==> config.mk <==
export PLATFORM = sky130hd
export DESIGN_NAME = fp_minmax_prep_flat
export DESIGN_NICKNAME = d
export VERILOG_FILES = /design/src/rtl/fp_minmax_prep_if.sv /design/src/rtl/fp_minmax_prep.sv /design/src/flat_wrapper.sv
export SDC_FILE = /design/constraint.sdc
export NUM_CORES = 1
export LEC_CHECK = 0
export CORE_ASPECT_RATIO = 0.6
export CORE_MARGIN = 1
export CORE_UTILIZATION = 52
export CTS_CLUSTER_SIZE = 25
export DETAILED_ROUTE_END_ITERATION = 6
export GPL_TIMING_DRIVEN = 0
export PLACE_DENSITY = 0.81
export SETUP_SLACK_MARGIN = 0.1
export SYNTH_ARGS = -nofsm -noshare
export SYNTH_HDL_FRONTEND = slang
export SYNTH_SLANG_ARGS = --single-unit
export TNS_END_PERCENT = 30
==> constraint.sdc <==
create_clock -name in_clk -period 2.7 [get_ports in_clk]
set_input_delay 0.54 -clock in_clk [delete_from_list [all_inputs] [get_ports in_clk]]
set_output_delay 0.54 -clock in_clk [all_outputs]
set_load 0.05 [all_outputs]
==> src/rtl/fp_minmax_prep_if.sv <==
// ============================================================================
// Module      : fp_minmax_prep_if
// Description : Upstream/downstream handshake and operand bus for fp_minmax_prep.
// Revision    : 1.0 - initial release
// ============================================================================
`default_nettype none

interface fp_minmax_prep_if #(
    parameter int DATA_WIDTH = 32
);
    logic                  in_valid;
    logic                  out_ready;
    logic [DATA_WIDTH-1:0] in_numA;
    logic [DATA_WIDTH-1:0] in_numB;
    logic                  in_ctrl_minmax;
    logic                  out_valid;
    logic                  in_ready;
    logic [DATA_WIDTH-1:0] out_numA;
    logic [DATA_WIDTH-1:0] out_numB;
    logic                  out_ctrl_minmax;
    logic                  out_bypass;
    logic [DATA_WIDTH-1:0] out_bypass_data;
    logic                  out_flag_nv;

    modport master (
        output in_valid, in_numA, in_numB, in_ctrl_minmax, in_ready,
        input  out_ready, out_valid, out_numA, out_numB, out_ctrl_minmax,
               out_bypass, out_bypass_data, out_flag_nv
    );

    modport slave (
        input  in_valid, in_numA, in_numB, in_ctrl_minmax, in_ready,
        output out_ready, out_valid, out_numA, out_numB, out_ctrl_minmax,
               out_bypass, out_bypass_data, out_flag_nv
    );
endinterface

`default_nettype wire

==> src/rtl/fp_minmax_prep.sv <==
// ============================================================================
// Module      : fp_minmax_prep
// Description : Pre-classifies FP min/max operands (NaN, signed zero) and
//               buffers them in a 2-entry FIFO ahead of the comparator.
// Revision    : 1.0 - initial release
// ============================================================================
`default_nettype none

module fp_minmax_prep #(
    parameter int DATA_WIDTH = 32
) (
    input  wire logic          in_clk,
    input  wire logic          in_rst,
    input  wire logic          in_flush,
    fp_minmax_prep_if.slave    bus
);

    localparam int EXP_W = 8;
    localparam int MAN_W = DATA_WIDTH - 1 - EXP_W;
    localparam logic [DATA_WIDTH-1:0] c_canon_nan =
        {1'b0, {EXP_W{1'b1}}, 1'b1, {(MAN_W-1){1'b0}}};

    typedef struct packed {
        logic [DATA_WIDTH-1:0] num_a;
        logic [DATA_WIDTH-1:0] num_b;
        logic                  ctrl;
        logic                  bypass;
        logic [DATA_WIDTH-1:0] bdata;
        logic                  nv;
    } entry_t;

    typedef enum logic [1:0] {
        S_EMPTY = 2'd0,
        S_ONE   = 2'd1,
        S_TWO   = 2'd2
    } state_t;

    state_t r_state;
    state_t w_state_next;
    entry_t r_head;
    entry_t r_tail;
    entry_t w_new;

    logic w_push;
    logic w_pop;
    logic w_a_nan, w_b_nan, w_a_snan, w_b_snan, w_a_zero, w_b_zero;

    // Operand classification
    always_comb begin
        w_a_nan  = (&bus.in_numA[DATA_WIDTH-2 -: EXP_W]) && (|bus.in_numA[MAN_W-1:0]);
        w_b_nan  = (&bus.in_numB[DATA_WIDTH-2 -: EXP_W]) && (|bus.in_numB[MAN_W-1:0]);
        w_a_snan = w_a_nan && !bus.in_numA[MAN_W-1];
        w_b_snan = w_b_nan && !bus.in_numB[MAN_W-1];
        w_a_zero = ~|bus.in_numA[DATA_WIDTH-2:0];
        w_b_zero = ~|bus.in_numB[DATA_WIDTH-2:0];
    end

    always_comb begin
        w_new.num_a  = bus.in_numA;
        w_new.num_b  = bus.in_numB;
        w_new.ctrl   = bus.in_ctrl_minmax;
        w_new.bypass = 1'b0;
        w_new.bdata  = '0;
        w_new.nv     = w_a_snan || w_b_snan;
        if (w_a_nan && w_b_nan) begin
            w_new.bypass = 1'b1;
            w_new.bdata  = c_canon_nan;
        end else if (w_a_nan) begin
            w_new.bypass = 1'b1;
            w_new.bdata  = bus.in_numB;
        end else if (w_b_nan) begin
            w_new.bypass = 1'b1;
            w_new.bdata  = bus.in_numA;
        end else if (w_a_zero && w_b_zero &&
                     (bus.in_numA[DATA_WIDTH-1] != bus.in_numB[DATA_WIDTH-1])) begin
            // min picks -0, max picks +0
            w_new.bypass = 1'b1;
            w_new.bdata  = {!bus.in_ctrl_minmax, {(DATA_WIDTH-1){1'b0}}};
        end
    end

    assign bus.out_ready = (r_state != S_TWO);
    assign bus.out_valid = (r_state != S_EMPTY);

    always_ff @(posedge in_clk) begin
        if (in_rst) begin
            r_state <= S_EMPTY;
        end else begin
            r_state <= w_state_next;
        end
    end

    // Flush discards any handshake happening in the same cycle
    always_comb begin
        w_push       = bus.in_valid && bus.out_ready && !in_flush;
        w_pop        = bus.out_valid && bus.in_ready && !in_flush;
        w_state_next = r_state;
        if (in_flush) begin
            w_state_next = S_EMPTY;
        end else begin
            case (r_state)
                S_EMPTY: if (w_push)           w_state_next = S_ONE;
                S_ONE:   if (w_push && !w_pop) w_state_next = S_TWO;
                         else if (!w_push && w_pop) w_state_next = S_EMPTY;
                S_TWO:   if (w_pop)            w_state_next = S_ONE;
                default:                       w_state_next = S_EMPTY;
            endcase
        end
    end

    always_ff @(posedge in_clk) begin
        if (in_rst) begin
            r_head <= '0;
            r_tail <= '0;
        end else begin
            if (w_push && ((r_state == S_EMPTY) || ((r_state == S_ONE) && w_pop))) begin
                r_head <= w_new;
            end else if (w_pop && (r_state == S_TWO)) begin
                r_head <= r_tail;
            end
            if (w_push && (r_state == S_ONE) && !w_pop) begin
                r_tail <= w_new;
            end
        end
    end

    assign bus.out_numA        = r_head.num_a;
    assign bus.out_numB        = r_head.num_b;
    assign bus.out_ctrl_minmax = r_head.ctrl;
    assign bus.out_bypass      = r_head.bypass;
    assign bus.out_bypass_data = r_head.bdata;
    assign bus.out_flag_nv     = r_head.nv;

endmodule

`default_nettype wire

==> src/flat_wrapper.sv <==
// flat-port wrapper written by rule: the top's interface ports become plain ports
module fp_minmax_prep_flat 
#(
    parameter int DATA_WIDTH = 32
)
  (in_clk, in_rst, in_flush, bus_in_valid, bus_in_numA, bus_in_numB, bus_in_ctrl_minmax, bus_in_ready, bus_out_ready, bus_out_valid, bus_out_numA, bus_out_numB, bus_out_ctrl_minmax, bus_out_bypass, bus_out_bypass_data, bus_out_flag_nv);
  fp_minmax_prep_if #(.DATA_WIDTH(DATA_WIDTH)) bus_i ();
  input  wire logic in_clk;
  input  wire logic in_rst;
  input  wire logic in_flush;
  input wire logic [$bits(bus_i.in_valid)-1:0] bus_in_valid;
  input wire logic [$bits(bus_i.in_numA)-1:0] bus_in_numA;
  input wire logic [$bits(bus_i.in_numB)-1:0] bus_in_numB;
  input wire logic [$bits(bus_i.in_ctrl_minmax)-1:0] bus_in_ctrl_minmax;
  input wire logic [$bits(bus_i.in_ready)-1:0] bus_in_ready;
  output wire logic [$bits(bus_i.out_ready)-1:0] bus_out_ready;
  output wire logic [$bits(bus_i.out_valid)-1:0] bus_out_valid;
  output wire logic [$bits(bus_i.out_numA)-1:0] bus_out_numA;
  output wire logic [$bits(bus_i.out_numB)-1:0] bus_out_numB;
  output wire logic [$bits(bus_i.out_ctrl_minmax)-1:0] bus_out_ctrl_minmax;
  output wire logic [$bits(bus_i.out_bypass)-1:0] bus_out_bypass;
  output wire logic [$bits(bus_i.out_bypass_data)-1:0] bus_out_bypass_data;
  output wire logic [$bits(bus_i.out_flag_nv)-1:0] bus_out_flag_nv;
  assign bus_i.in_valid = bus_in_valid;
  assign bus_i.in_numA = bus_in_numA;
  assign bus_i.in_numB = bus_in_numB;
  assign bus_i.in_ctrl_minmax = bus_in_ctrl_minmax;
  assign bus_i.in_ready = bus_in_ready;
  assign bus_out_ready = bus_i.out_ready;
  assign bus_out_valid = bus_i.out_valid;
  assign bus_out_numA = bus_i.out_numA;
  assign bus_out_numB = bus_i.out_numB;
  assign bus_out_ctrl_minmax = bus_i.out_ctrl_minmax;
  assign bus_out_bypass = bus_i.out_bypass;
  assign bus_out_bypass_data = bus_i.out_bypass_data;
  assign bus_out_flag_nv = bus_i.out_flag_nv;
  fp_minmax_prep #(.DATA_WIDTH(DATA_WIDTH)) u_core (.in_clk(in_clk), .in_rst(in_rst), .in_flush(in_flush), .bus(bus_i));
endmodule
==> results of run 1 <==
## cell usage after synthesis, drive strengths merged, types with 4 or more instances
cell type / instances
nand2: 297
dfxtp: 200
nor3: 12
nor2b: 5
inv: 4
buf: 14
nor4: 11
nand4: 7
a221oi: 37
clkbuf: 78
a21oi: 103
or4: 4
nor2: 105
a22oi: 25
a211oi: 35
a311oi: 67
## layout make-up
| class | instances | area [µm²] |
|---|---|---|
| Clock inverter | 13 | 116.4 |
| Clock buffer | 18 | 429.2 |
| Fill cell | 1188 | 4508 |
| Tap cell | 203 | 254.0 |
| Sequential cell | 200 | 4004 |
| Timing Repair Buffer | 173 | 1800 |
| Buffer | 92 | 409.1 |
| Multi-Input combinational cell | 728 | 4098 |
| Inverter | 4 | 15.01 |
## cell families (layout without fill, tap and decap cells)
family,after synthesis,in the layout,synth area share
simple gates,451,451,0.2177
compound gates,274,274,0.2574
flops,200,200,0.4733
buf+inv,96,300,0.04822
mux,2,2,0.002367
xor+xnor,1,1,0.001036
## where the power goes
group / total [µW] / switching, µW / internal (µW)
Clock: 2440 / 1240 / 1200
Sequential: 3140 / 72.2 / 3060
Combinational: 1120 / 754 / 365
## state kept, by name, summed over array words and instances, names as in the netlist
name / cells
u_core.bus.out_bypass: 1
u_core.bus.out_ctrl_minmax: 1
u_core.bus.out_numB: 32
u_core.bus.out_numA: 32
u_core.r_tail: 99
u_core.r_state: 2
u_core.bus.out_bypass_data: 32
u_core.bus.out_flag_nv: 1
## routing by layer
layer | up-vias | routed length (µm)
met2 | 716 | 12290
met3 | 90 | 4608
li1 | 4022 | -
met1 | 4180 | 12870
met4 | 0 | 763
met5 | - | 0
## critical path, stage by stage
cell and delay, ns:
sky130_fd_sc_hd__clkdlybuf4s50_1 0.60, sky130_fd_sc_hd__or4_1 0.53, sky130_fd_sc_hd__nor2_4 0.17, sky130_fd_sc_hd__a211oi_4 0.11, sky130_fd_sc_hd__clkbuf_2 0.21, sky130_fd_sc_hd__a22oi_1 0.52, sky130_fd_sc_hd__a221oi_1 0.20
## through the flow
step	cells	cell area, µm²	power, µW	TNS (ns)
after floorplan	1024	8459	3808	0
after global placement	1395	10400	4281	-44.01
after detailed placement	1395	10400	4293	-48.17
after CTS	1426	10960	6650	0
after global routing	1431	11130	6859	0
final	1431	11130	6695	0
## worst min-delay path by stage
stage	start	slack (ns)	depth (start not counted)	end
CTS	u_core.r_tail[61]	0.46	2	u_core.r_tail[61]
global placement	u_core.r_tail[54]	0.44	2	u_core.r_tail[54]
global route	bus_in_numA[13]	0.46	3	u_core.r_tail[80]
detailed placement	u_core.r_tail[97]	0.45	2	u_core.r_tail[97]
finish	u_core.r_tail[97]	0.46	2	u_core.r_tail[97]
floorplan	u_core.r_tail[34]	0.44	2	u_core.r_tail[34]
## cell usage in the layout (no fill, tap or decap), types with 3 or more instances in the layout
master	count
sky130_fd_sc_hd__nor4_1	11
sky130_fd_sc_hd__a22oi_2	14
sky130_fd_sc_hd__clkbuf_2	10
sky130_fd_sc_hd__clkdlybuf4s50_1	131
sky130_fd_sc_hd__a221oi_2	17
sky130_fd_sc_hd__dlygate4sd2_1	3
sky130_fd_sc_hd__a21oi_1	103
sky130_fd_sc_hd__a311oi_1	67
sky130_fd_sc_hd__nor2b_1	4
sky130_fd_sc_hd__a31o_2	3
sky130_fd_sc_hd__clkinv_4	5
sky130_fd_sc_hd__clkinvlp_4	4
sky130_fd_sc_hd__buf_1	3
sky130_fd_sc_hd__inv_1	4
sky130_fd_sc_hd__inv_8	3
sky130_fd_sc_hd__dlymetal6s2s_1	34
sky130_fd_sc_hd__buf_4	5
sky130_fd_sc_hd__buf_2	5
sky130_fd_sc_hd__dfxtp_1	200
sky130_fd_sc_hd__clkbuf_1	69
sky130_fd_sc_hd__nand2_1	297
sky130_fd_sc_hd__nand4_1	7
sky130_fd_sc_hd__o21ai_0	3
sky130_fd_sc_hd__clkbuf_16	17
sky130_fd_sc_hd__nor3_1	11
sky130_fd_sc_hd__a211oi_2	15
sky130_fd_sc_hd__buf_6	6
sky130_fd_sc_hd__nor2_1	103
sky130_fd_sc_hd__a211oi_1	18
sky130_fd_sc_hd__a221oi_1	20
sky130_fd_sc_hd__a22oi_1	11
## repair_timing
item,in CTS,in global routing
pin swaps,0,4
gates resized for setup,9,55
buffers inserted,0,5
endpoints found under the setup margin,69,131
==> metrics, run 1 <==
max capacitance violation total 0; Std-Cell Core Area ~16000 µm²; remaining global-route overflow 0; highest fanout seen on the critical path 10; Die Footprint around 17000 µm²; wire length per cell 21.33 µm; hold_buf cts 0; critical path launch point type input pin; DIE HEIGHT slightly above 100 µm; maximum number of pins on one net before global-route repair 19; cells taking the most area after synthesis sky130_fd_sc_hd__dfxtp_1 47%, sky130_fd_sc_hd__nand2_1 13%, sky130_fd_sc_hd__a311oi_1 6.9%, sky130_fd_sc_hd__a21oi_1 6.1%, sky130_fd_sc_hd__nor2_1 4.6%; async set-reset flop share out of synthesis 0; number of buffers created by CTS 17; clock period minus final worst setup slack approximately 2.6 ns; worst setup path category in -> reg; Hold Path Class reg -> reg; Setup Slack @ Placement -0.5694 ns; Final Wtd Congestion around 0.97; net count after synthesis between 1000 and 1500; power per unit of standard cell area 601.8 nW/µm²; peak supply drop between 300 and 400 µV; final antenna-violating net count 0; number of cells on the worst reg-to-reg path 7; number of top-level design ports around 170; total DRC errors in the routed layout 0; cell area after synthesis between 8000 and 9000 µm²; grt peak-use layer met1; number of global-route vias before repair a little over 8000; clock tree from TritonCTS built; Worst-Margin Slew between 0.7 and 0.8 ns; syn_area_per_cell a little over 8 µm²; number of synthesized flops with an enable pin 0; setup slack of the critical path after layout between 0.09 and 0.1 ns; overall via count from detail_route about 9000; Vias/cell around 6.3; Fin. Hold Viols 0; synthesized instance count about 1000; Max Transition Viols Final 0; fraction of final layout cells sized beyond drive strength 1 0.09365; launching instance or port of the critical path bus_in_numB[20]; number of H-tree levels 4; met3 usage in global routing 0.1084; data required time of the worst path 2.98 ns; Synth Register Bits 200; PortBufs roughly 170; count of antenna diodes in the layout 0; detailed-placement wirelength estimate 22170 µm; worst reg2reg path startpoint u_core.r_state[1]; final critical-path share of the clock period 0.9650; GRT Resource Usage Total 0.3637; clock sink total 200; met2 demand-to-capacity share in global routing 0.4984; capturing element of the worst setup path u_core.bus.out_bypass_data[28]; data arrival time of the worst path approximately 2.9 ns; Relative slew margins 0.4913; post-synthesis cell type count 40; final setup fails 0; antenna violations before repair 0; Min Hold Slack 0.4582 ns; M1 GR Usage 0.5308; area share of the leading cell type in the synthesized netlist 0.4733; die width around 170 µm; Layout Skew 0.01584 ns; Final Core Density 0.7116; Starting Density 0.5411; prevailing post-synth register cell sky130_fd_sc_hd__dfxtp_1; maximum buffer depth of the clock tree 2; clock insertion delay at the later pin of the skew report between 0.4 and 0.5 ns; slack of the worst reg-to-reg path a little under 0.4 ns; Max Clock Freq 0.3838 GHz; Synthesis Warnings 0; status finished, final reports clean; clock-pin slew of the registers on the worst-case setup and hold paths about 0.080 ns; starting DRC count in detailed routing ~1500; clock root buffer sky130_fd_sc_hd__clkbuf_16; Critical Path End Type flop; area added between synthesis and finish 31.52%; unrepaired setup endpoints after global routing yes; Post-layout nets around 1300; first-pass GRT wire length between 40000 and 50000 µm; library cell with the largest summed area after synthesis sky130_fd_sc_hd__dfxtp_1; number of cell rows 35; RR Endpoint u_core.bus.out_bypass_data[5]; DRT Pass-1 Iters 6; part of the Yosys area used for sequential elements 0.4733; Static Leakage around 0.0039 µW; wire length after detailed routing between 30000 and 40000 µm
Note: power is estimated with default switching activity, not from simulation.
==> run 2: changes to the inputs <==
- CORE_UTILIZATION: 52 -> 55
- PLACE_DENSITY: 0.81 -> 0.85
- clock period: 2.7 -> 3.05 ns (I/O delays scaled with it)
==> metrics, run 2 (synthesized netlist as in run 1, its figures left out) <==
part of the total power dissipated in sequential elements 0.447; Layout Skew 0.01128 ns; count of antenna diodes in the layout 0; clock tree from TritonCTS built; clock share of power 0.393; number of buffers created by CTS 17; clock root buffer sky130_fd_sc_hd__clkbuf_16; number of fillers in the final layout 1070; Std-Cell Core Area 14760 µm²; number of top-level design ports about 170; Max Transition Viols Final 0; clock sink total 200; die width between 150 and 200 µm; critical path launch point type input pin; number of cell rows 34; Vias/cell 6.376; Fin. Hold Viols 0; clock period minus final worst setup slack around 2.9 ns; Min Hold Slack around 0.46 ns; most common cell after layout, fill and taps aside sky130_fd_sc_hd__nand2_1; area added between synthesis and finish 30.32%; hold_buf cts 0; number of global-route vias before repair 8142; clock-pin slew of the registers on the worst-case setup and hold paths about 0.07 ns; commonest non-fill, non-tap cells in the layout 297 x sky130_fd_sc_hd__nand2_1, 200 x sky130_fd_sc_hd__dfxtp_1, 168 x sky130_fd_sc_hd__clkdlybuf4s50_1; detailed-placement wirelength estimate 21680 µm; PortBufs between 150 and 200; wire length per cell around 21 µm; register containing the most flip-flops in the final layout u_core.r_tail; Starting Density 0.5731; data arrival time of the worst path 3.27 ns; Max Clock Freq approximately 0.34 GHz; sw frac 0.2961; final sum of negative setup slack 0 ns; Internal Power about 4400 µW; worst setup path category in -> reg; multi-input gate area in the final layout 4048 µm²; Max stage delay cell, worst path sky130_fd_sc_hd__nor3_2; peak supply drop 320.6 µV; clock insertion delay at the later pin of the skew report between 0.4 and 0.5 ns; total DRC errors in the routed layout 26; final antenna-violating net count 0; highest fanout seen on the critical path 10; DIE HEIGHT approximately 98 µm; Cell Count, Final, Fillers Out approximately 1400; remaining global-route overflow 0; Die Footprint 15900 µm²; maximum buffer depth of the clock tree 2; Post-layout nets about 1300; GRT Resource Usage Total 0.3765; Final Wtd Congestion about 1.0; power per unit of standard cell area about 560 nW/µm²; Final Core Density 0.7468; final setup fails 0; maximum number of pins on one net before global-route repair 20; Cell Area, Placed ~10000 µm²; cell total after placement between 1000 and 1500; overall via count from detail_route between 9000 and 10000; failing checks design-rule violations; slowest stage delay, CP around 0.60 ns; unrepaired setup endpoints after global routing yes; Static Leakage approximately 0.0035 µW; status complete, but fails checks; Relative slew margins 0.4094; data required time of the worst path between 3 and 4 ns; Largest register FFs 99; area of all placed cells without fillers 11020 µm²; final critical-path share of the clock period 0.9561; Top cell by count, worst path sky130_fd_sc_hd__clkbuf_1; number of H-tree levels 4; Gate power share 0.160; Critical Path End Type flop; starting DRC count in detailed routing ~1400; first-pass GRT wire length roughly 46000 µm; antenna violations before repair 0; fraction of final layout cells sized beyond drive strength 1 0.08007; sequential cell area roughly 4000 µm²; Worst-Margin Slew just under 0.9 ns; Hold Path Class reg -> reg; reported net switching power around 1800 µW; max capacitance violation total 0; critical path cell sequence clkdlybuf4s50_1, nand2b_1, nor3_2, clkbuf_1, clkbuf_1, nand2_1, a21oi_1; DRT Pass-1 Iters 7; wire length after detailed routing approximately 30000 µm
[run 2: changes by cell type in the layout (fill, tap and decap cells not counted), sizes merged]
cell           change
buf                -5
dlymetal6s2s      -34
clkinvlp           -4
inv                +3
clkdlybuf4s50     +37
bufinv             +3
dlygate4sd2        -3
clkbuf             -1
[run 2: area by class of cell]
type / count / share of cell area
multi-input combinational: 728 / 0.3672
clock buffer: 17 / 0.03859
buffer: 92 / 0.03575
inverter: 4 / 0.001362
clock inverter: 15 / 0.01895
tap: 198 / 0.02247
sequential: 200 / 0.3632
timing repair buffer: 168 / 0.1525
[run 2: layer usage]
| metal | vias up | share of wire | global-route usage |
|---|---|---|---|
| li1 | 4010 | - | - |
| met1 | 4186 | 0.41 | 0.5555 |
| met2 | 751 | 0.40 | 0.5177 |
| met3 | 120 | 0.15 | 0.09983 |
| met4 | 0 | 0.037 | 0.1430 |
| met5 | - | 0 | 0 |
[run 2: worst max-delay path, delay by kind of cell]
| family | cells | cell delay [ns] |
|---|---|---|
| AOI/OAI and AO/OA | 1 | 0.18 |
| and+or+nand+nor | 3 | 0.96 |
| buffers and inverters | 3 | 1.52 |
[run 2: final timing paths]
kind / from / to / slack, ns / cells past startpoint
hold reg to reg: u_core.r_tail[80] / u_core.r_tail[80] / 0.46 / 2
setup / recovery: bus_in_ready / u_core.r_tail[87] / 0.13 / 7
hold / removal: u_core.r_tail[80] / u_core.r_tail[80] / 0.46 / 2
setup reg to reg: u_core.r_state[1] / u_core.bus.out_numB[30] / 0.46 / 7
[run 2: power groups by stage]
stage / clock network (µW) / registers (µW) / logic, µW
floorplan: 0 / 3120 / 251
global placement: 0 / 2830 / 953
detailed placement: 0 / 2830 / 963
CTS: 2430 / 2770 / 970
global route: 2560 / 2780 / 1020
finish: 2440 / 2780 / 991
[run 2: metrics by stage]
stage | power, µW | setup slack (ns)
final | 6209 | 0.1339
after global routing | 6363 | 0.05247
after global placement | 3783 | -0.2601
after floorplan | 3371 | 0.7531
after detailed placement | 3794 | -0.3111
after CTS | 6168 | 0.1354
[run 2: what timing repair did]
item,in CTS,in global routing
setup buffers,0,0
setup endpoints to repair,0,11
resized for setup,0,2
==> run 3: changes to the inputs <==
- CORE_UTILIZATION: 55 -> 60
- DONT_BUFFER_PORTS: default -> 1
- PLACE_DENSITY: 0.85 -> 0.76
==> metrics, run 3 (synthesized netlist as in run 1, its figures left out) <==
final setup fails 0; clock root buffer sky130_fd_sc_hd__clkbuf_16; wire length after detailed routing roughly 28000 µm; Hold Path Class in -> reg; clock period minus final worst setup slack 2.697 ns; slowest stage delay, CP 0.62 ns; clock tree from TritonCTS built; Max stage delay cell, worst path sky130_fd_sc_hd__nor3b_4; area added between synthesis and finish 9.925%; wire length per cell between 20 and 25 µm; capturing element of the worst setup path u_core.bus.out_numB[7]; clock-pin slew of the registers on the worst-case setup and hold paths approximately 0.080 ns; die width around 160 µm; slack of the worst reg-to-reg path about 0.35 ns; number of top-level design ports about 170; peak supply drop ~360 µV; status finished, final reports clean; power per unit of standard cell area roughly 600 nW/µm²; Die Footprint 14590 µm²; Critical Path End Type flop; unrepaired setup endpoints after global routing no; first-pass GRT wire length about 42000 µm; Layout Skew approximately 0.0097 ns; number of cell rows 33; max capacitance violation total 0; Static Leakage a little under 0.003 µW; worst reg2reg path startpoint u_core.r_state[1]; worst setup path category reg -> reg; DIE HEIGHT 93.98 µm; Final Core Density 0.6784; data required time of the worst path ~3.4 ns; RR Endpoint u_core.bus.out_numB[7]; area of all placed cells without fillers a little over 9000 µm²; critical path launch point type flop; Starting Density 0.6171; Top cell by count, worst path sky130_fd_sc_hd__buf_2; final critical-path share of the clock period 0.8841; most common cell after layout, fill and taps aside sky130_fd_sc_hd__nand2_1; count of antenna diodes in the layout 0; Max Transition Viols Final 0; Max Clock Freq ~0.37 GHz; total DRC errors in the routed layout 0; final sum of negative setup slack 0 ns; launching instance or port of the critical path u_core.r_state[1]; number of cells on the worst reg-to-reg path 7; Std-Cell Core Area between 10000 and 15000 µm²; number of buffers created by CTS 17; hold_buf cts 0; commonest non-fill, non-tap cells in the layout 297 x sky130_fd_sc_hd__nand2_1, 200 x sky130_fd_sc_hd__dfxtp_1, 104 x sky130_fd_sc_hd__nor2_1; Final Wtd Congestion 0.9537; clock sink total 200; remaining global-route overflow 0; Cell Area, Placed between 8000 and 9000 µm²; highest fanout seen on the critical path 10; data arrival time of the worst path ~3 ns; critical path cell sequence nor2b_1, inv_1, nor3b_4, buf_2, buf_2, nand2_1, a311oi_1; final antenna-violating net count 0; GRT Resource Usage Total 0.3886; fraction of final layout cells sized beyond drive strength 1 0.09091; detailed-placement wirelength estimate approximately 21000 µm; antenna violations before repair 1; overall via count from detail_route a little over 8000; register containing the most flip-flops in the final layout u_core.r_tail; maximum buffer depth of the clock tree 2; Vias/cell approximately 6.5; clock insertion delay at the later pin of the skew report 0.44 ns; Largest register FFs 99; PortBufs 0; starting DRC count in detailed routing 1197; number of H-tree levels 4; Worst-Margin Slew around 0.81 ns; Fin. Hold Viols 0; maximum number of pins on one net before global-route repair 20; number of global-route vias before repair 7261; Relative slew margins 0.4586; Post-layout nets between 1000 and 1500; DRT Pass-1 Iters 5
-- run 3: layout make-up --
cell class | count | area (µm²)
multi-input cells | 728 | 4054
clock buffers | 18 | 429.2
plain buffers | 92 | 392.9
inverters | 4 | 15.01
fillers | 1176 | 4409
flip-flops and latches | 200 | 4004
clock inverters | 14 | 163.9
well taps | 192 | 240.2
-- run 3: worst min path at each step --
stage | slack, ns | start | depth (start not counted) | to
2_1_floorplan | 0.44 | u_core.r_tail[34] | 2 | u_core.r_tail[34]
6_report | 0.23 | bus_in_ready | 1 | u_core.r_state[1]
5_1_grt | 0.23 | bus_in_ready | 1 | u_core.r_state[1]
3_3_place_gp | 0.44 | u_core.r_tail[71] | 2 | u_core.r_tail[71]
4_1_cts | 0.24 | bus_in_ready | 1 | u_core.r_state[1]
3_5_place_dp | 0.45 | u_core.r_tail[96] | 2 | u_core.r_tail[96]
-- run 3: report_power, final --
part | switching [µW] | internal (µW) | total [µW]
sequential | 374 | 2710 | 3090
combinational | 222 | 116 | 338
clock | 1110 | 1170 | 2280
-- run 3: metal layers --
layer	share of wire	global-route usage	up-vias
li1	-	-	3672
met1	0.42	0.5661	3815
met2	0.39	0.5240	597
met3	0.16	0.1319	63
met4	0.026	0.1373	0
met5	0	0	-
-- run 3: metrics by stage --
| stage | worst slack [ns] | total power, µW | instances | hold slack, ns |
|---|---|---|---|---|
| 2_1_floorplan | 0.7531 | 3371 | 1024 | 0.4366 |
| 3_3_place_gp | 0.2302 | 3464 | 1216 | 0.4434 |
| 3_5_place_dp | 0.1857 | 3472 | 1216 | 0.4471 |
| 4_1_cts | 0.2448 | 5679 | 1248 | 0.2396 |
| 5_1_grt | 0.2594 | 5836 | 1248 | 0.2347 |
| 6_report | 0.3534 | 5703 | 1248 | 0.2347 |
-- run 3: repair_timing --
item,4_1_cts,5_1_grt
buffers inserted,0,0
resized for setup,0,1
setup endpoints to repair,0,19
-- run 3: critical path: cells and delay by family, from the launching register on --
| family | cells | cell delay (ns) |
|---|---|---|
| AOI/OAI and AO/OA | 1 | 0.29 |
| buffers and inverters | 3 | 0.94 |
| DFF | 1 | 0.41 |
| and+or+nand+nor | 3 | 0.94 |
